--- src/rtl/jtopl_pkg.sv ---
// Shared JTOPL constants: default noise LFSR geometry used by the OPL and OPLL tops.
package jtopl_pkg;

    localparam int JTOPL_NOISE_W   = 23;
    localparam int JTOPL_NOISE_TAP = 14;
    localparam int JTOPL_NOISE_SW  = 7;
    localparam int JTOPL_NOISE_DW  = 4;

    typedef enum logic {
        NOISE_LONG  = 1'b0,
        NOISE_SHORT = 1'b1
    } noise_mode_e;

endpackage

--- src/rtl/jtopl_noise_div.sv ---
// Shift-rate divider for the noise LFSR: counts enabled cycles and flags the shift edge.
module jtopl_noise_div #(
    parameter int DW = 4
) (
    input  logic          rst,
    input  logic          clk,
    input  logic          cen,
    input  logic          ld,
    input  logic [DW-1:0] div,
    output logic          sh
);

    logic [DW-1:0] cnt;
    logic          at_end;

    // >= rather than == so lowering div mid-count never wraps through 2^DW
    assign at_end = cnt >= div;
    assign sh     = cen & ~ld & at_end;

    // NOTE: sequential state uses non-blocking assignments so every flop samples pre-edge values.
    always_ff @(posedge clk or posedge rst) begin
        if (rst)
            cnt <= '0;
        else if (ld)
            cnt <= '0;
        else if (cen)
            cnt <= at_end ? '0 : cnt + 1'b1;
    end

endmodule

--- src/rtl/jtopl_noise_gen.sv ---
// Parametrised noise LFSR with long/short modes, programmable shift rate and seed load.
module jtopl_noise_gen
    import jtopl_pkg::*;
#(
    parameter int             W    = JTOPL_NOISE_W,
    parameter int             TAP  = JTOPL_NOISE_TAP,
    parameter int             SW   = JTOPL_NOISE_SW,
    parameter int             DW   = JTOPL_NOISE_DW,
    parameter logic [W-1:0]   SEED = {1'b1, {(W-1){1'b0}}}
) (
    input  logic          rst,
    input  logic          clk,
    input  logic          cen,
    input  logic [DW-1:0] div,
    input  logic          short,
    input  logic          ld,
    input  logic [W-1:0]  seed,
    output logic          noise,
    output logic [W-1:0]  lfsr,
    output logic          upd
);

    logic [W-1:0] no;
    logic [W-1:0] nxt;
    logic         sh;
    logic         nbit;
    logic         sbit;
    noise_mode_e  mode;

    jtopl_noise_div #(.DW(DW)) u_div (
        .rst (rst),
        .clk (clk),
        .cen (cen),
        .ld  (ld),
        .div (div),
        .sh  (sh)
    );

    // Zero guard: an all-zero active segment feeds a 1 so the generator cannot lock up
    assign nbit = (no[0] ^ no[TAP]) | ~|no;
    assign sbit = (no[0] ^ no[1])   | ~|no[SW-1:0];
    assign mode = noise_mode_e'(short);

    // NOTE: default assignment first so no path through the case leaves nxt unassigned (no latch).
    always_comb begin
        nxt = no;
        case (mode)
            NOISE_LONG:  nxt = {nbit, no[W-1:1]};
            NOISE_SHORT: nxt = {no[W-1:SW], sbit, no[SW-1:1]};
            default:     nxt = no;
        endcase
    end

    always_ff @(posedge clk or posedge rst) begin
        if (rst) begin
            no  <= SEED;
            upd <= 1'b0;
        end else begin
            upd <= sh;
            if (ld)
                no <= seed;
            else if (sh)
                no <= nxt;
        end
    end

    assign lfsr  = no;
    assign noise = no[0];

endmodule
--- config.mk ---
export PLATFORM = sky130hd
export DESIGN_NAME = jtopl_noise_gen
export DESIGN_NICKNAME = d
export VERILOG_FILES = /design/src/rtl/jtopl_pkg.sv /design/src/rtl/jtopl_noise_div.sv /design/src/rtl/jtopl_noise_gen.sv
export SDC_FILE = /design/constraint.sdc
export NUM_CORES = 1
export LEC_CHECK = 0
export ABC_AREA = 1
export CORE_ASPECT_RATIO = 1.25
export CORE_MARGIN = 1
export CORE_UTILIZATION = 45
export CTS_CLUSTER_SIZE = 30
export DETAILED_ROUTE_END_ITERATION = 7
export MAX_ROUTING_LAYER = met4
export PLACE_DENSITY = 0.88
export REMOVE_ABC_BUFFERS = 1
export SLEW_MARGIN = 20
export SYNTH_ARGS = -nofsm -noshare
export SYNTH_HDL_FRONTEND = slang
export SYNTH_SLANG_ARGS = --single-unit
--- constraint.sdc ---
create_clock -name clk -period 2 [get_ports clk]
set_input_delay 0.4 -clock clk [delete_from_list [all_inputs] [get_ports clk]]
set_output_delay 0.4 -clock clk [all_outputs]
set_load 0.1 [all_outputs]
# Word-level counts from Yosys, hierarchy flattened
# Cells that the tools add are included.
[totals]
wordCells = 28
in_bits = 32
reg_bits = 28
[classes]
bitwise_logic = 8
n_addsub = 1
reduce_logical = 7
mux = 6
eq_ne = 1
magnitude_cmp = 1
[ops]
columns = ["operator", "count"]
rows = [
  ["$mux 23", 2],
  ["$pmux 23 s2", 1],
  ["$reduce_or 23->1", 1],
  ["$mux 4", 3],
  ["$reduce_or 7->1", 1],
  ["$add 4x1->4 const B", 1],
  ["$ge 4x4->1", 1],
  ["$reduce_bool 2->1", 2],
  ["$and 1x1->1", 2],
  ["$logic_not 1->1", 2],
  ["$ne 2x1->1 const B", 1],
  ["$not 1->1", 2],
  ["$or 1x1->1", 2],
  ["$reduce_and 2->1", 1],
  ["$xor 1x1->1", 2],
]

# Depth between registers and ports, before layout
[logic_depth]
ltp_word = 6
depth_mapped = 12

# Modules after synthesis
# From an unflattened synthesis, not the netlist that was laid out.
[unflattened]
hier_cells = 193
area_unflattened_um2 = 1665.3
[modules_own_cells]
columns = ["module", "seq_area_each_um2", "cells_per_inst", "instances", "area_per_inst_um2"]
rows = [
  ["jtopl_noise_gen", 601.8, 144, 1, 1318.8],
  ["jtopl_noise_div", 100.1, 49, 1, 346.6],
]

# Worst setup path before layout
# Ideal clock, no wire load.
[synth_path]
path_kind = "reg2reg"
from = "register no[0] (netlist: lfsr[0])"
to = "register no[6] (netlist: lfsr[6])"
arrival_ps = 1790
n_path_buf = 0
setup_slack_ps = 88
stages_incl_launch_ff = 7
period_less_slack_ps = 1912
path_cell_list = "dfrtp_1 inv_1 ha_1 nor3_1 a21oi_1 nand2_1 o21ai_2"
[synth_via]
elab_chain_len = 6
[synth_rtl]
columns = ["element", "line_no", "source"]
rows = [
  ["start, declared", "jtopl_noise_gen.sv:23", "logic [W-1:0] no;"],
  ["start signal, assigned", "jtopl_noise_gen.sv:63", "no <= nxt;"],
  ["$reduce_or 7->1", "jtopl_noise_gen.sv:41", "assign sbit = (no[0] ^ no[1]) | ~|no[SW-1:0];"],
  ["$logic_not 1->1", "jtopl_noise_gen.sv:41", ""],
  ["$or 1x1->1 (*)", "jtopl_noise_gen.sv:41", ""],
  ["$pmux 23 s2 (*)", "jtopl_noise_gen.sv:47", "case (mode)"],
  ["$mux 23 (*)", "jtopl_noise_gen.sv:62", "else if (sh)"],
  ["$mux 23 (*)", "jtopl_noise_gen.sv:60", "if (ld)"],
]
# Mark *: on every way between the ends. The rest lies on a longest branch, timed or not. The select of a mux whose other input is x is not followed.
# A chain may end at the register's enable or synchronous reset.

# Worst setup path after layout
[layout_path]
from = "input div[3]"
to = "register no[4] (netlist: lfsr[4])"
[layout_via]
elab_chain_len = 3
[layout_rtl]
columns = ["element", "line_no", "source"]
rows = [
  ["start, declared", "jtopl_noise_gen.sv:14", "input logic [DW-1:0] div,"],
  ["$ge 4x4->1", "jtopl_noise_div.sv:17", "assign at_end = cnt >= div;"],
  ["$and 1x1->1", "jtopl_noise_div.sv:18", "assign sh = cen & ~ld & at_end;"],
  ["$reduce_bool 2->1 (no source line)", "--", ""],
]
# No other way between the ends.

==> key figures <==
Layout
  • Layout Cell Area excl Fill: 2290 um2
  • Net count of the finished layout: 305
  • Share of cells above drive strength 1: 0.203
  • Synth-to-Final Area Change: 37.6%
  • Antenna cells: 0

Clock network
  • Root buffer cell: clkbuf_8
  • Number of buffers added to fix hold violations after cts: 0
  • Number of buffers created by CTS: 3
  • Buffers inserted by post-CTS timing repair: 0
  • Worst skew pair latency: 0.27 ns
  • H-tree levels: 1
  • Post_cts resized: 0
  • Worst-case clock buffer depth: 2
  • Clock tree from TritonCTS: done
  • Register clock-pin slew on the reported worst setup and hold paths: 0.10 ns
  • Clock sink count: 28

Critical path
  • Data required time at the worst endpoint: 2.17 ns
  • Crit Path Category: in2reg
  • Critical Path Fanout Max: 14
  • Worst reg-to-reg path cell count: 10
  • End of the critical path: lfsr[4]
  • Start point of the critical path: div[3]
  • Worst reg2reg path startpoint: u_div.cnt[0]
  • Slowest stage cell on the critical path: clkdlybuf4s50_1
  • Launching element type of the critical path: input pin
  • Slack of the worst reg-to-reg path: 0.29 ns
  • Crit-path cells: clkdlybuf4s50_1 -> inv_1 -> ha_1 -> nand2_1 -> clkinv_1 -> nand2_1 -> nand2_2 -> nand2_2 -> nand2_2 -> nand2_1 -> o21ai_2
  • Endpoint arrival time on the critical path: 2.00 ns
  • CP peak stage delay: 0.45 ns
  • Worst Setup End Kind: flop
  • Worst reg2reg endpoint: lfsr[4]

Synth
  • Share of flip-flops with an asynchronous set or reset after synthesis: 1.00
  • List of most frequent post-synthesis cells: nand2_1 (65), dfrtp_1 (27), nand3_1 (19), inv_1 (16)
  • Post-synth top area cell: dfrtp_1
  • Number of enable flip-flop cells after synthesis: 0
  • Leading cell type by number of instances after synthesis: nand2_1
  • Register bit count reported by yosys: 28
  • Post-synthesis instance area: 1670 um2
  • Synth Area per Inst: 7.93 um2
  • Main area contributors after synthesis: dfrtp_1 (41%), nand2_1 (15%), a22o_1 (7.4%)
  • Sequential cell area fraction in the yosys report: 0.421
  • Distinct cell type count of the synthesized netlist: 27
  • Post-synthesis instance total: 210
  • Fraction of post-synthesis cell area in the top cell type by area: 0.406
  • Synth warnings: 0
  • Post-synth top flop: dfrtp_1

Detailed routing
  • Detailed Route WL: 3830 um
  • Iteration-0 DRC Markers: 44
  • Average via count per standard cell: 5.20
  • Via count: 1586
  • Number of nets with antenna violations after detailed routing: 0
  • Number of optimization iterations in the first detailed-route pass: 4
  • # DRC: 0
  • Routed wirelength normalized by instance count: 12.6 um

Die
  • Die Y: 70.0 um
  • Die W: 56.4 um
  • Core Region: 3510 um2
  • IO Pins: 57
  • Die Outline Area: 3950 um2
  • Standard-cell row count: 24
  • Initial standard-cell utilization of the core: 0.474

GRT
  • Number of global-route vias before repair: 1478
  • Global-route usage over all layers: 0.212
  • Antenna violations before repair: 0
  • GR Overflow Total: 0
  • Pin count of the biggest net entering global routing: 28
  • Wire length of the first global-routing pass: 6540 um

Timing
  • Final setup violation count: 0
  • Final max-slew violation count: 0
  • Clock tree skew after final layout: 0.00358 ns
  • Slew of the pin with the lowest slew margin: 0.389 ns
  • Worst slew margin: 0.740
  • Achievable Freq: 547 MHz
  • Worst path setup slack after routing: 0.172 ns
  • Setup repair after global routing missed its margin: false
  • Tcrit/Tclk final: 0.914
  • Clock period minus final worst setup slack: 1.83 ns
  • Worst slack on hold paths: 0.398 ns
  • Final hold viol count: 0

Outcome
  • Result of the run: finished, final reports clean

Power
  • Max VDD drop: 0.579 mV
  • Standby leakage power: 1.16 nW
  • Power density normalized to cell area: 865 nW/um2

Placement
  • Gp weighted congestion: 0.782
  • Number of buffers inserted by port buffering: 56
  • Cell Area, Placed: 2220 um2
  • Half-perimeter wire length of the detailed placement result: 2900 um
  • Pre-CTS setup slack: -0.144 ns

Hold path
  • Worst hold path type: in2async

Flow run
  • Reported max-cap violation count: 0
[logic make-up after synthesis]
group / share of synthesized area
compound gates: 0.156
xor+xnor: 0.0158
flops: 0.421
simple gates: 0.274
buf+inv: 0.0871
fa+ha+maj: 0.0451
[critical path, delay by kind of cell]
kind,cells,cell delay [ns]
AO/OA/AOI/OAI,1,0.05
buffers and inverters,3,0.55
AND/OR/NAND/NOR,6,0.67
adder cells (fa/ha/maj),1,0.31
[flip-flops by register name (all words and copies together) (netlist names)]
name and cells:
lfsr 23, u_div.cnt 4, upd 1
[metrics by stage]
step	total power [mW]	TNS, ns	utilization	cells
floorplan	1.30	-1.07	-	200
global placement	1.54	-0.551	0.631	301
detailed placement	1.55	-1.43	0.631	301
CTS	1.99	0	0.651	305
global route	2.06	0	0.652	305
finish	1.98	0	0.652	305
[metal layers]
| layer | share of wire | vias to the layer above | GRT usage |
|---|---|---|---|
| met2 | 0.51 | 38 | 0.349 |
| met4 | 0.0055 | 0 | 0.0596 |
| met1 | 0.45 | 749 | 0.278 |
| li1 | - | 797 | - |
| met5 | 0 | - | - |
| met3 | 0.033 | 2 | 0.0222 |
[how the worst min path moves through the flow]
stage	from	end	slack (ns)	cells past startpoint
after floorplan	rst	lfsr[0]	0.46	1
final	rst	lfsr[0]	0.40	2
after global routing	rst	lfsr[18]	0.44	2
after global placement	lfsr[22]	lfsr[22]	0.50	2
after detailed placement	lfsr[22]	lfsr[22]	0.51	2
after CTS	rst	lfsr[20]	0.41	2
[power by group]
part	switching (mW)	internal [mW]
Combinational	0.610	0.234
Clock	0.177	0.268
Sequential	0.0657	0.626
[cells in the final DEF (no fill, tap or decap), types with 2 or more instances in the layout]
master / instances
a22o_1: 14
nand3_1: 19
clkdlybuf4s50_1: 31
ha_1: 6
buf_12: 2
dfrtp_1: 27
clkbuf_8: 3
o21ai_1: 5
inv_2: 4
nand2_2: 3
nor2_1: 14
xnor2_1: 2
buf_4: 29
o21ai_2: 7
o21ai_0: 7
nand2_1: 65
inv_1: 16
[cell type report]
class,count,area (um2)
Timing Repair Buffer,62,568
Clock inverter,1,30.0
Fill cell,299,1220
Tap cell,39,48.8
Multi-Input combinational cell,151,822
Sequential cell,28,702
Clock buffer,3,41.3
Inverter,21,78.8
No activity file was read; power rests on OpenSTA's default activity.
